[src/rtl/ray_sched_pkg.sv]
// ray_sched_pkg: shared constants, types and helpers for the ray lane scheduler.
package ray_sched_pkg;
   localparam int D_BITS  = 32;
   localparam int Q_BITS  = 10;
   localparam int M_BITS  = 12;
   localparam int ID_BITS = 12;
   typedef logic [5:0][D_BITS-1:0] ray_t;
   typedef struct packed {
      logic              hit;
      logic [M_BITS-1:0] triangle_ID;
   } result_t;
   typedef enum logic [1:0] {RUN, DRAIN, IDLE} state_t;
   function automatic int unsigned rob_idx(input int unsigned id, input int unsigned depth);
      return id & (depth - 1);
   endfunction
   function automatic bit rob_depth_ok(input int unsigned depth);
      return depth >= 2 && (depth & (depth - 1)) == 0;
   endfunction
endpackage

[src/rtl/rr_arbiter.sv]
// rr_arbiter: picks the first requester at or after ptr, wrapping around N inputs.
module rr_arbiter #(
   parameter int N  = 4,
   parameter int IW = N > 1 ? $clog2(N) : 1
)(
   input  logic [N-1:0]  req,
   input  logic [IW-1:0] ptr,
   output logic [N-1:0]  gnt,
   output logic [IW-1:0] gnt_idx,
   output logic          any
);
   // scan from the farthest offset down so the nearest requester wins
   always_comb begin
      gnt_idx = '0;
      for (int i = N - 1; i >= 0; i--) begin
         if (req[IW'((int'(ptr) + i) % N)]) gnt_idx = IW'((int'(ptr) + i) % N);
      end
   end
   assign any = |req;
   assign gnt = any ? N'(1) << gnt_idx : '0;
endmodule

[src/rtl/ray_lane_scheduler.sv]
// ray_lane_scheduler: round-robin ray dispatch to N_LANES lanes, in-order retire through a ROB.
// Define RAY_SCHED_STATS_EN to enable the stat_dispatched / stat_stall counters.
module ray_lane_scheduler
   import ray_sched_pkg::*;
#(
   parameter int D_BITS    = ray_sched_pkg::D_BITS,
   parameter int Q_BITS    = ray_sched_pkg::Q_BITS,
   parameter int M_BITS    = ray_sched_pkg::M_BITS,
   parameter int N_LANES   = 4,
   parameter int ROB_DEPTH = 16,
   parameter int ID_BITS   = ray_sched_pkg::ID_BITS
)(
   input  logic                      clock,
   input  logic                      reset,
   input  logic                      in_empty,
   output logic                      in_rd_en,
   input  logic [6*D_BITS-1:0]       ray_in,
   input  logic [N_LANES-1:0]        lane_full,
   output logic [N_LANES-1:0]        lane_wr_en,
   output logic [6*D_BITS-1:0]       lane_ray,
   output logic [ID_BITS-1:0]        lane_ray_id,
   input  logic [N_LANES-1:0]        res_empty,
   output logic [N_LANES-1:0]        res_rd_en,
   input  logic [N_LANES-1:0]        res_hit,
   input  logic [N_LANES*M_BITS-1:0] res_triangle_ID,
   input  logic [N_LANES*ID_BITS-1:0] res_ray_id,
   input  logic                      out_full,
   output logic                      out_wr_en,
   output logic                      out_hit,
   output logic [M_BITS-1:0]         out_triangle_ID,
   output logic [ID_BITS-1:0]        out_ray_id,
   input  logic                      flush_req,
   output logic                      flush_done,
   output logic                      err_bad_id,
   output logic [31:0]               stat_dispatched,
   output logic [31:0]               stat_stall
);
   localparam int LW = N_LANES > 1 ? $clog2(N_LANES) : 1;
   localparam int RW = $clog2(ROB_DEPTH);
   state_t               state;
   logic [ID_BITS-1:0]   next_id, head_id, c_id, c_age;
   logic [RW:0]          outstanding;
   logic [ROB_DEPTH-1:0] rob_valid;
   logic [M_BITS:0]      rob [ROB_DEPTH];
   logic [LW-1:0]        rr_disp, rr_coll, d_idx, c_idx;
   logic [N_LANES-1:0]   d_gnt;
   logic [RW-1:0]        c_slot, head;
   logic                 d_any, c_any, disp, ret, c_ok;
   function automatic logic [LW-1:0] nxt(input logic [LW-1:0] i);
      return i == LW'(N_LANES - 1) ? '0 : i + 1'b1;
   endfunction
   always_comb assert (rob_depth_ok(ROB_DEPTH) && ID_BITS > RW && Q_BITS < D_BITS && N_LANES >= 1 && N_LANES <= 8);
   rr_arbiter #(.N(N_LANES)) u_disp_arb (.req(~lane_full), .ptr(rr_disp), .gnt(d_gnt), .gnt_idx(d_idx), .any(d_any));
   rr_arbiter #(.N(N_LANES)) u_coll_arb (.req(~res_empty), .ptr(rr_coll), .gnt(res_rd_en), .gnt_idx(c_idx), .any(c_any));
   // outstanding never exceeds ROB_DEPTH, so its MSB alone means the ROB is full
   assign disp        = state == RUN && !flush_req && !in_empty && !outstanding[RW] && d_any;
   assign in_rd_en    = disp;
   assign lane_wr_en  = disp ? d_gnt : '0;
   assign lane_ray    = ray_in;
   assign lane_ray_id = next_id;
   assign c_id        = res_ray_id[c_idx*ID_BITS +: ID_BITS];
   assign c_age       = c_id - head_id;
   assign c_slot      = RW'(rob_idx(32'(c_id), ROB_DEPTH));
   assign head        = head_id[RW-1:0];
   // an ID is live only if it lies in [head_id, head_id + outstanding)
   assign c_ok        = c_any && !rob_valid[c_slot] && 32'(c_age) < 32'(outstanding);
   assign ret         = rob_valid[head] && !out_full;
   always_ff @(posedge clock)
      if (c_ok) rob[c_slot] <= {res_hit[c_idx], res_triangle_ID[c_idx*M_BITS +: M_BITS]};
   always_ff @(posedge clock or posedge reset) begin
      if (reset) begin
         state           <= RUN;
         next_id         <= '0;
         head_id         <= '0;
         outstanding     <= '0;
         rob_valid       <= '0;
         rr_disp         <= '0;
         rr_coll         <= '0;
         out_wr_en       <= 1'b0;
         out_hit         <= 1'b0;
         out_triangle_ID <= '0;
         out_ray_id      <= '0;
         flush_done      <= 1'b0;
         err_bad_id      <= 1'b0;
      end else begin
         if (disp) begin
            next_id <= next_id + 1'b1;
            rr_disp <= nxt(d_idx);
         end
         if (c_any) rr_coll <= nxt(c_idx);
         if (c_ok) rob_valid[c_slot] <= 1'b1;
         if (ret) rob_valid[head] <= 1'b0;
         err_bad_id  <= err_bad_id | (c_any & !c_ok);
         out_wr_en   <= ret;
         outstanding <= outstanding + (RW+1)'(disp) - (RW+1)'(ret);
         if (ret) begin
            out_hit         <= rob[head][M_BITS];
            out_triangle_ID <= rob[head][M_BITS-1:0];
            out_ray_id      <= head_id;
            head_id         <= head_id + 1'b1;
         end
         if (state == RUN && flush_req) state <= DRAIN;
         else if (state == DRAIN && outstanding == '0) begin
            state      <= IDLE;
            flush_done <= 1'b1;
         end else if (state == IDLE && !flush_req) begin
            state      <= RUN;
            flush_done <= 1'b0;
         end
      end
   end
`ifdef RAY_SCHED_STATS_EN
   always_ff @(posedge clock or posedge reset) begin
      if (reset) begin
         stat_dispatched <= '0;
         stat_stall      <= '0;
      end else begin
         if (disp && !(&stat_dispatched)) stat_dispatched <= stat_dispatched + 1'b1;
         if (!in_empty && !disp && !(&stat_stall)) stat_stall <= stat_stall + 1'b1;
      end
   end
`else
   assign stat_dispatched = '0;
   assign stat_stall      = '0;
`endif
endmodule

[config.mk]
export PLATFORM = sky130hd
export DESIGN_NAME = ray_lane_scheduler
export DESIGN_NICKNAME = d
export VERILOG_FILES = /design/src/rtl/ray_sched_pkg.sv /design/src/rtl/rr_arbiter.sv /design/src/rtl/ray_lane_scheduler.sv
export SDC_FILE = /design/constraint.sdc
export NUM_CORES = 1
export LEC_CHECK = 0
export CORE_AREA = 2 2 236 238
export DETAILED_ROUTE_END_ITERATION = 7
export DIE_AREA = 0 0 238 240
export HOLD_SLACK_MARGIN = 0.12
export PLACE_DENSITY = 0.66
export SLEW_MARGIN = 40
export SYNTH_ARGS = -nofsm -noshare
export SYNTH_HDL_FRONTEND = slang
export SYNTH_SLANG_ARGS = --single-unit
[constraint.sdc]
create_clock -name clock -period 5.42 [get_ports clock]
set_input_delay 1.084 -clock clock [delete_from_list [all_inputs] [get_ports clock]]
set_output_delay 1.084 -clock clock [all_outputs]
set_load 0.005 [all_outputs]
==> impl_metrics.tcl, run 1 <==
set metrics [dict create \
    clkPwrFrac_pct 26.0 \
    drv_cap 0 \
    start_util_pct 27.7 \
    worst_slack_ps 156 \
    drt_iter0_markers 611 \
    tightest_slew_ps 776 \
    first_pass_iters 5 \
    async_reset_ff_share_pct 27.5 \
    p_seq_share_pct 36.5 \
    cts_buffers 29 \
    drv_slew 0 \
    crit_fanout 8 \
    core.rowCount 86 \
    hp-class "flop to flop" \
    grt-ovfl-total 0 \
    cp_top_family "simple AND/OR/NAND/NOR gates" \
    ir_worst_vdd_v 0.000241 \
    dp_slack_ps -504 \
    status "finished clean" \
    final_cell_mix "edfxtp_1 (208), clkdlybuf4s50_1 (157), nand2_1 (118), buf_4 (78), dfrtp_1 (77)" \
    skew_ps 16.6 \
    path_clk_slew_ps 60 \
    critPathLaunchType "input pin" \
    slew_headroom_pct 47.9 \
    route.met2.wl_mm 19.3 \
    gr-usage-all-layers_pct 13.5 \
    portBuffers 161 \
    finalPower_mw 8.06 \
    p_per_area_nw_per_um2 446 \
    syn_area_per_cell_sq_um 13.1 \
    nets 1554 \
    syn_to_final_growth_pct 19.3 \
    routedWlPerCell_um 20.6 \
    worstPathRequired_ps 5710 \
    ys_ff_latch 287 \
    synthDistinctLibCells 54 \
    core_area_sq_um 54700 \
    intPower_mw 5.42 \
    antennaDiodeCount 0 \
    netlist_instances 1154 \
    cpPeakStageDelay_ps 360 \
    setup_violations 0 \
    yosysSeqAreaShare_pct 54.3 \
    ys.flop_type "edfxtp_1" \
    final_area_sq_um 18100 \
    layout_commonest_cell "edfxtp_1" \
    wl_mm 40.0 \
    clk_latency_ps 570 \
    grt_first_pass_wirelength_mm 58.3 \
    globalplace.congestion 0.842 \
    p_sw_share_pct 32.7 \
    viasPerCell 4.70 \
    fp.dieH_um 240 \
    die_area_sq_um 57100 \
    antenna_found_initial 0 \
    cts_root_buf "clkbuf_16" \
    period_needed_ps 5260 \
    yosysWarnings 0 \
    die_w_um 238 \
    top_layer_used "met5" \
    netlist_area_sq_um 15200 \
    wl_met3_mm 4.16 \
    rrSetupSlack_ps 450 \
    drc_errors 0 \
    drive_gt1_share_pct 23.1 \
    dp.final_hpwl_mm 29.9 \
    fin_crit_sh_pct 97.1 \
    fill_cells 5299 \
    clock_sinks 287 \
    fin_util_pct 33.1 \
    grt_max_degree 51 \
    max-clock-path-buffers 3 \
    cp.buffers_inverters 6 \
    num_vias 9113 \
    p_sw_mw 2.63 \
    fmaxAchievable_mhz 190 \
    tritoncts "yes" \
    htreeDepth 1 \
    arrival_ps 5560 \
    synth_edf_count 208 \
    hold_slack_ps 476 \
    grt_pass1_vias 9050 \
    p_leak_nw 6.72 \
    p_comb_share_pct 37.5 \
    hold_viol 0 \
    cp-end-kind "flop" \
    postPlaceCellArea_sq_um 16900 \
    critPathKind "input pin to flop" \
    wl_met1_mm 15.1 \
    antenna_left 0 \
    ios 610 \
    cp_slowest_cell "fa_2" \
    path_cells "dlymetal6s2s_1 > nor2b_1 > a211o_1 > and3_4 > mux2i_1 > buf_4 > inv_4 > ha_4 > fa_2 > nor2b_2 > o21ai_2 > a21boi_2 > nor2_1 > ha_1 > a221oi_2 > o21ai_1 > a31oi_1 > nand4_1 > nor4_4 > buf_4 > nand4_1 > buf_6 > nor3_4 > clkbuf_16" \
]
-- logic make-up (layout without fill, tap and decap cells) --
logic type / Yosys count / count (layout) / synth area share, %
simple gates: 256 / 256 / 8.00
flops: 287 / 287 / 54.3
mux: 115 / 115 / 13.6
buf+inv: 333 / 352 / 14.9
xor+xnor: 32 / 32 / 1.85
fa+ha+maj: 36 / 36 / 3.07
compound gates: 94 / 94 / 4.31
other cells: 1 / 64 / 0.0248
-- stage by stage --
stage	instances	setup TNS (ps)
5_1_grt	1940	-3170
2_1_floorplan	1217	-17190
3_5_place_dp	1873	-98500
6_report	1940	0
3_3_place_gp	1873	-67390
4_1_cts	1927	0
-- worst reg2reg max path, stage by stage, from the launching register on --
cell       delay, ps
dfrtp_1          430
nor2b_2          210
o221ai_2         110
and2_4           190
mux2i_1          120
mux2i_1          150
buf_4            150
inv_4             40
ha_4             160
fa_2             360
nor2b_2          140
o21ai_2           90
a21boi_2         180
nor2_1            80
ha_1             320
a221oi_2         230
o21ai_1           90
a31oi_1          190
nand4_1          190
nor4_4           290
buf_4            160
nand4_1          120
buf_6            180
nor3_4           290
clkbuf_16        220
-- layout make-up --
cell class | count | area, sq um | area share [%]
Timing Repair Buffer | 259 | 2600 | 14.4
Inverter | 39 | 154 | 0.852
Clock inverter | 19 | 248 | 1.37
Sequential cell | 287 | 8230 | 45.5
Clock buffer | 35 | 758 | 4.20
Multi-Input combinational cell | 597 | 5200 | 28.8
Tap cell | 704 | 881 | 4.87
-- power by group through the flow --
stage	Clock (mW)	Combinational [mW]	Sequential [mW]
after floorplan	0	1.99	2.91
after global placement	0	2.87	2.99
after detailed placement	0	2.95	2.99
after CTS	2.14	2.97	2.95
after global routing	2.21	3.31	2.97
final	2.10	3.02	2.94
-- path summary, 6_finish.rpt --
check                               from  cells after the start       endpoint
min in group asynchronous          reset                      2      out_wr_en
setup / recovery            res_empty[0]                     24      rob[7][7]
hold reg to reg            out_ray_id[1]                      2  out_ray_id[1]
hold / removal             out_ray_id[1]                      2  out_ray_id[1]
setup reg to reg              rr_coll[1]                     24      rob[7][7]
max in group asynchronous          reset                      3     head_id[1]
-- Yosys cell counts, drive strengths merged (2+ instances only) --
cell / n / area (sq um)
mux4: 70 / 1580
ha: 34 / 425
o221ai: 2 / 17.5
mux2: 22 / 248
xnor2: 27 / 236
a221oi: 3 / 26.3
and2: 10 / 62.6
buf: 273 / 2020
o21a: 4 / 30.0
nor2b: 9 / 63.8
o21ai: 23 / 115
a31oi: 23 / 144
edfxtp: 208 / 6250
xor2: 5 / 43.8
o211ai: 2 / 15.0
a21o: 3 / 23.8
clkbuf: 20 / 75.1
inv: 39 / 146
nor4: 12 / 90.1
nand2: 119 / 454
a211o: 2 / 17.5
and3: 21 / 131
nor3: 14 / 70.1
nand3: 11 / 55.1
mux2i: 23 / 234
a2bb2oi: 15 / 131
nand2b: 6 / 37.5
a21oi: 9 / 45.0
dfrtp: 79 / 1980
nand4: 13 / 81.3
or2: 2 / 12.5
nor2: 37 / 139
fa: 2 / 40.0
-- per-layer routing --
layer	track usage, %	up-vias
met2	21.8	460
met3	4.95	113
met1	16.2	4558
met5	1.13	-
li1	-	3980
met4	5.55	2
-- registers in the layout, summed over array words and instances, names as in the netlist --
| signal | cells |
|---|---|
| lane_ray_id | 12 |
| head_id | 12 |
| rr_disp | 2 |
| outstanding | 5 |
| rr_coll | 2 |
| state | 2 |
| rob_valid | 16 |
| out_hit | 1 |
| flush_done | 1 |
| err_bad_id | 1 |
| out_ray_id | 12 |
| out_triangle_ID | 12 |
| rob | 208 |
| out_wr_en | 1 |
-- what timing repair did --
item                                    in CTS  in global routing
hold buffers                                 0                  0
buffers inserted                             0                 11
resized for setup                            0                 16
endpoints found under the setup margin       0                222
Power figures use the tool's default switching activity.
==> run 2, diff against run 1 <==
CORE_AREA = 2 2 239 241   (was 2 2 236 238)
DIE_AREA = 0 0 241 243   (was 0 0 238 240)
PLACE_DENSITY = 0.62   (was 0.66)
clock period = 5.1 ns   (was 5.42 ns; I/O delays follow)
==> run 2 against run 1 <==
  * Largest cell class unchanged
  * Non-clock buffer count up 12
  * Sequential cell count unchanged
  * Critical path depth up 2
  * Register-to-register slack worse by 50 ps
  * Critical endpoint is now rob[3][3]
  * Die area up 2.5%
  * Clock skew down 0.68 ps
  * Setup slack better by 110 ps
  * Core utilization down 0.49 points
  * Final cell count up 3.2%
  * Sequential share of layout area down 0.38 points
  * Highest routed layer unchanged
==> impl_metrics.tcl, run 2 (synthesis results as in run 1) <==
set metrics [dict create \
    cp.depth 26 \
    rrSetupSlack_ps 400 \
    grtUsageMet2_pct 22.1 \
    wl_mm 40.6 \
    ir_worst_vdd_v 0.000285 \
    antennaDiodeCount 0 \
    globalplace.congestion 0.839 \
    hp-class "flop to flop" \
    postPlaceCellArea_sq_um 17000 \
    largest_reg_flops 208 \
    worstSetupEndpoint "rob[3][3]" \
    r2r_end "rob[3][3]" \
    dp_slack_ps -774 \
    cp-end-kind "flop" \
    first_pass_iters 5 \
    top_usage_layer "met2" \
    max-clock-path-buffers 3 \
    final_cells 2003 \
    cts_root_buf "clkbuf_16" \
    drt_iter0_markers 582 \
    p_leak_nw 6.76 \
    path_common_cell "buf_4" \
    cp.buffers_inverters 10 \
    largest-register "rob" \
    critPathKind "input pin to flop" \
    period_needed_ps 4830 \
    dp.final_hpwl_mm 30.2 \
    clk_latency_ps 570 \
    start_util_pct 27.1 \
    clock_sinks 287 \
    antenna_found_initial 0 \
    ios 610 \
    num_vias 8988 \
    r2r_cells 25 \
    cp_top_family "simple AND/OR/NAND/NOR gates" \
    drc_errors 0 \
    setup_violations 0 \
    fill_cells 5541 \
    core.rowCount 87 \
    die_w_um 241 \
    dp.cells 1933 \
    path_clk_slew_ps 60 \
    fin_crit_sh_pct 94.8 \
    p_per_area_nw_per_um2 473 \
    die_area_sq_um 58600 \
    critPathLaunchType "input pin" \
    drv_slew 0 \
    tightest_slew_ps 699 \
    grt-ovfl-total 0 \
    final_cell_mix "edfxtp_1 (208), clkdlybuf4s50_1 (157), nand2_1 (118), buf_4 (83), dfrtp_1 (77)" \
    drv_cap 0 \
    core_area_sq_um 56000 \
    layout_commonest_cell "edfxtp_1" \
    final_area_sq_um 18200 \
    nets 1566 \
    hold_slack_ps 476 \
    syn_to_final_growth_pct 20.3 \
    portBuffers 161 \
    fp.dieH_um 243 \
    slew_headroom_pct 53.4 \
    grt_pass1_vias 9255 \
    gr-usage-all-layers_pct 13.6 \
    grt_first_pass_wirelength_mm 59.9 \
    status "finished clean" \
    worstPathRequired_ps 5390 \
    use_met3_pct 4.30 \
    hold_depth 1 \
    grt_max_degree 59 \
    drive_gt1_share_pct 23.7 \
    skew_ps 15.9 \
    top_regs "rob: 208 flops, rob_valid: 16 flops" \
    tritoncts "yes" \
    cp_slowest_cell "ha_1" \
    fin_util_pct 32.6 \
    crit_start "res_empty[0]" \
    cts_buffers 29 \
    viasPerCell 4.49 \
    antenna_left 0 \
    fmaxAchievable_mhz 207 \
    cpPeakStageDelay_ps 290 \
    reg2reg_from "rr_coll[1]" \
    worst_slack_ps 266 \
    htreeDepth 1 \
    crit_fanout 6 \
    arrival_ps 5120 \
    hold_viol 0 \
    grt_use_met1_pct 16.9 \
    routedWlPerCell_um 20.3 \
]
[run 2: how the worst min path moves through the flow]
stage	startpoint	endpoint	slack, ps
global placement	lane_ray_id[11]	lane_ray_id[11]	460
finish	head_id[10]	head_id[10]	480
detailed placement	head_id[10]	head_id[10]	460
CTS	head_id[10]	head_id[10]	480
global route	head_id[10]	head_id[10]	490
floorplan	head_id[10]	head_id[10]	450
[run 2: area by class of cell]
class / count / area (sq um) / share of cell area, %
tap: 756 / 946 / 5.19
inverter: 39 / 150 / 0.824
sequential: 287 / 8230 / 45.1
timing repair buffer: 271 / 2730 / 15.0
multi-input combinational: 597 / 5210 / 28.6
clock inverter: 20 / 216 / 1.19
clock buffer: 33 / 741 / 4.06
[run 2: stage by stage]
step | power [mW] | TNS, ps
3_3_place_gp | 6.31 | -133730
6_report | 8.62 | 0
5_1_grt | 9.12 | -192
2_1_floorplan | 5.21 | -70520
4_1_cts | 8.65 | 0
3_5_place_dp | 6.39 | -153870
[run 2: metal layers]
metal | vias to the layer above | share of wire [%]
li1 | 4009 | -
met1 | 4483 | 40
met2 | 381 | 48
met3 | 113 | 9.2
met4 | 2 | 2.7
met5 | - | 0.15
[run 2: timing repair]
item / in CTS / in global routing
hold buffers: 0 / 0
pin swaps: 9 / 14
buffers inserted: 11 / 4
gates resized for setup: 11 / 20
setup endpoints to repair: 219 / 223
gates cloned: 1 / 1
[run 2: power breakdown]
group / switching (mW) / total (mW) / internal [mW]
Sequential: 0.170 / 3.11 / 2.94
Combinational: 1.76 / 3.36 / 1.60
Clock: 0.910 / 2.16 / 1.25
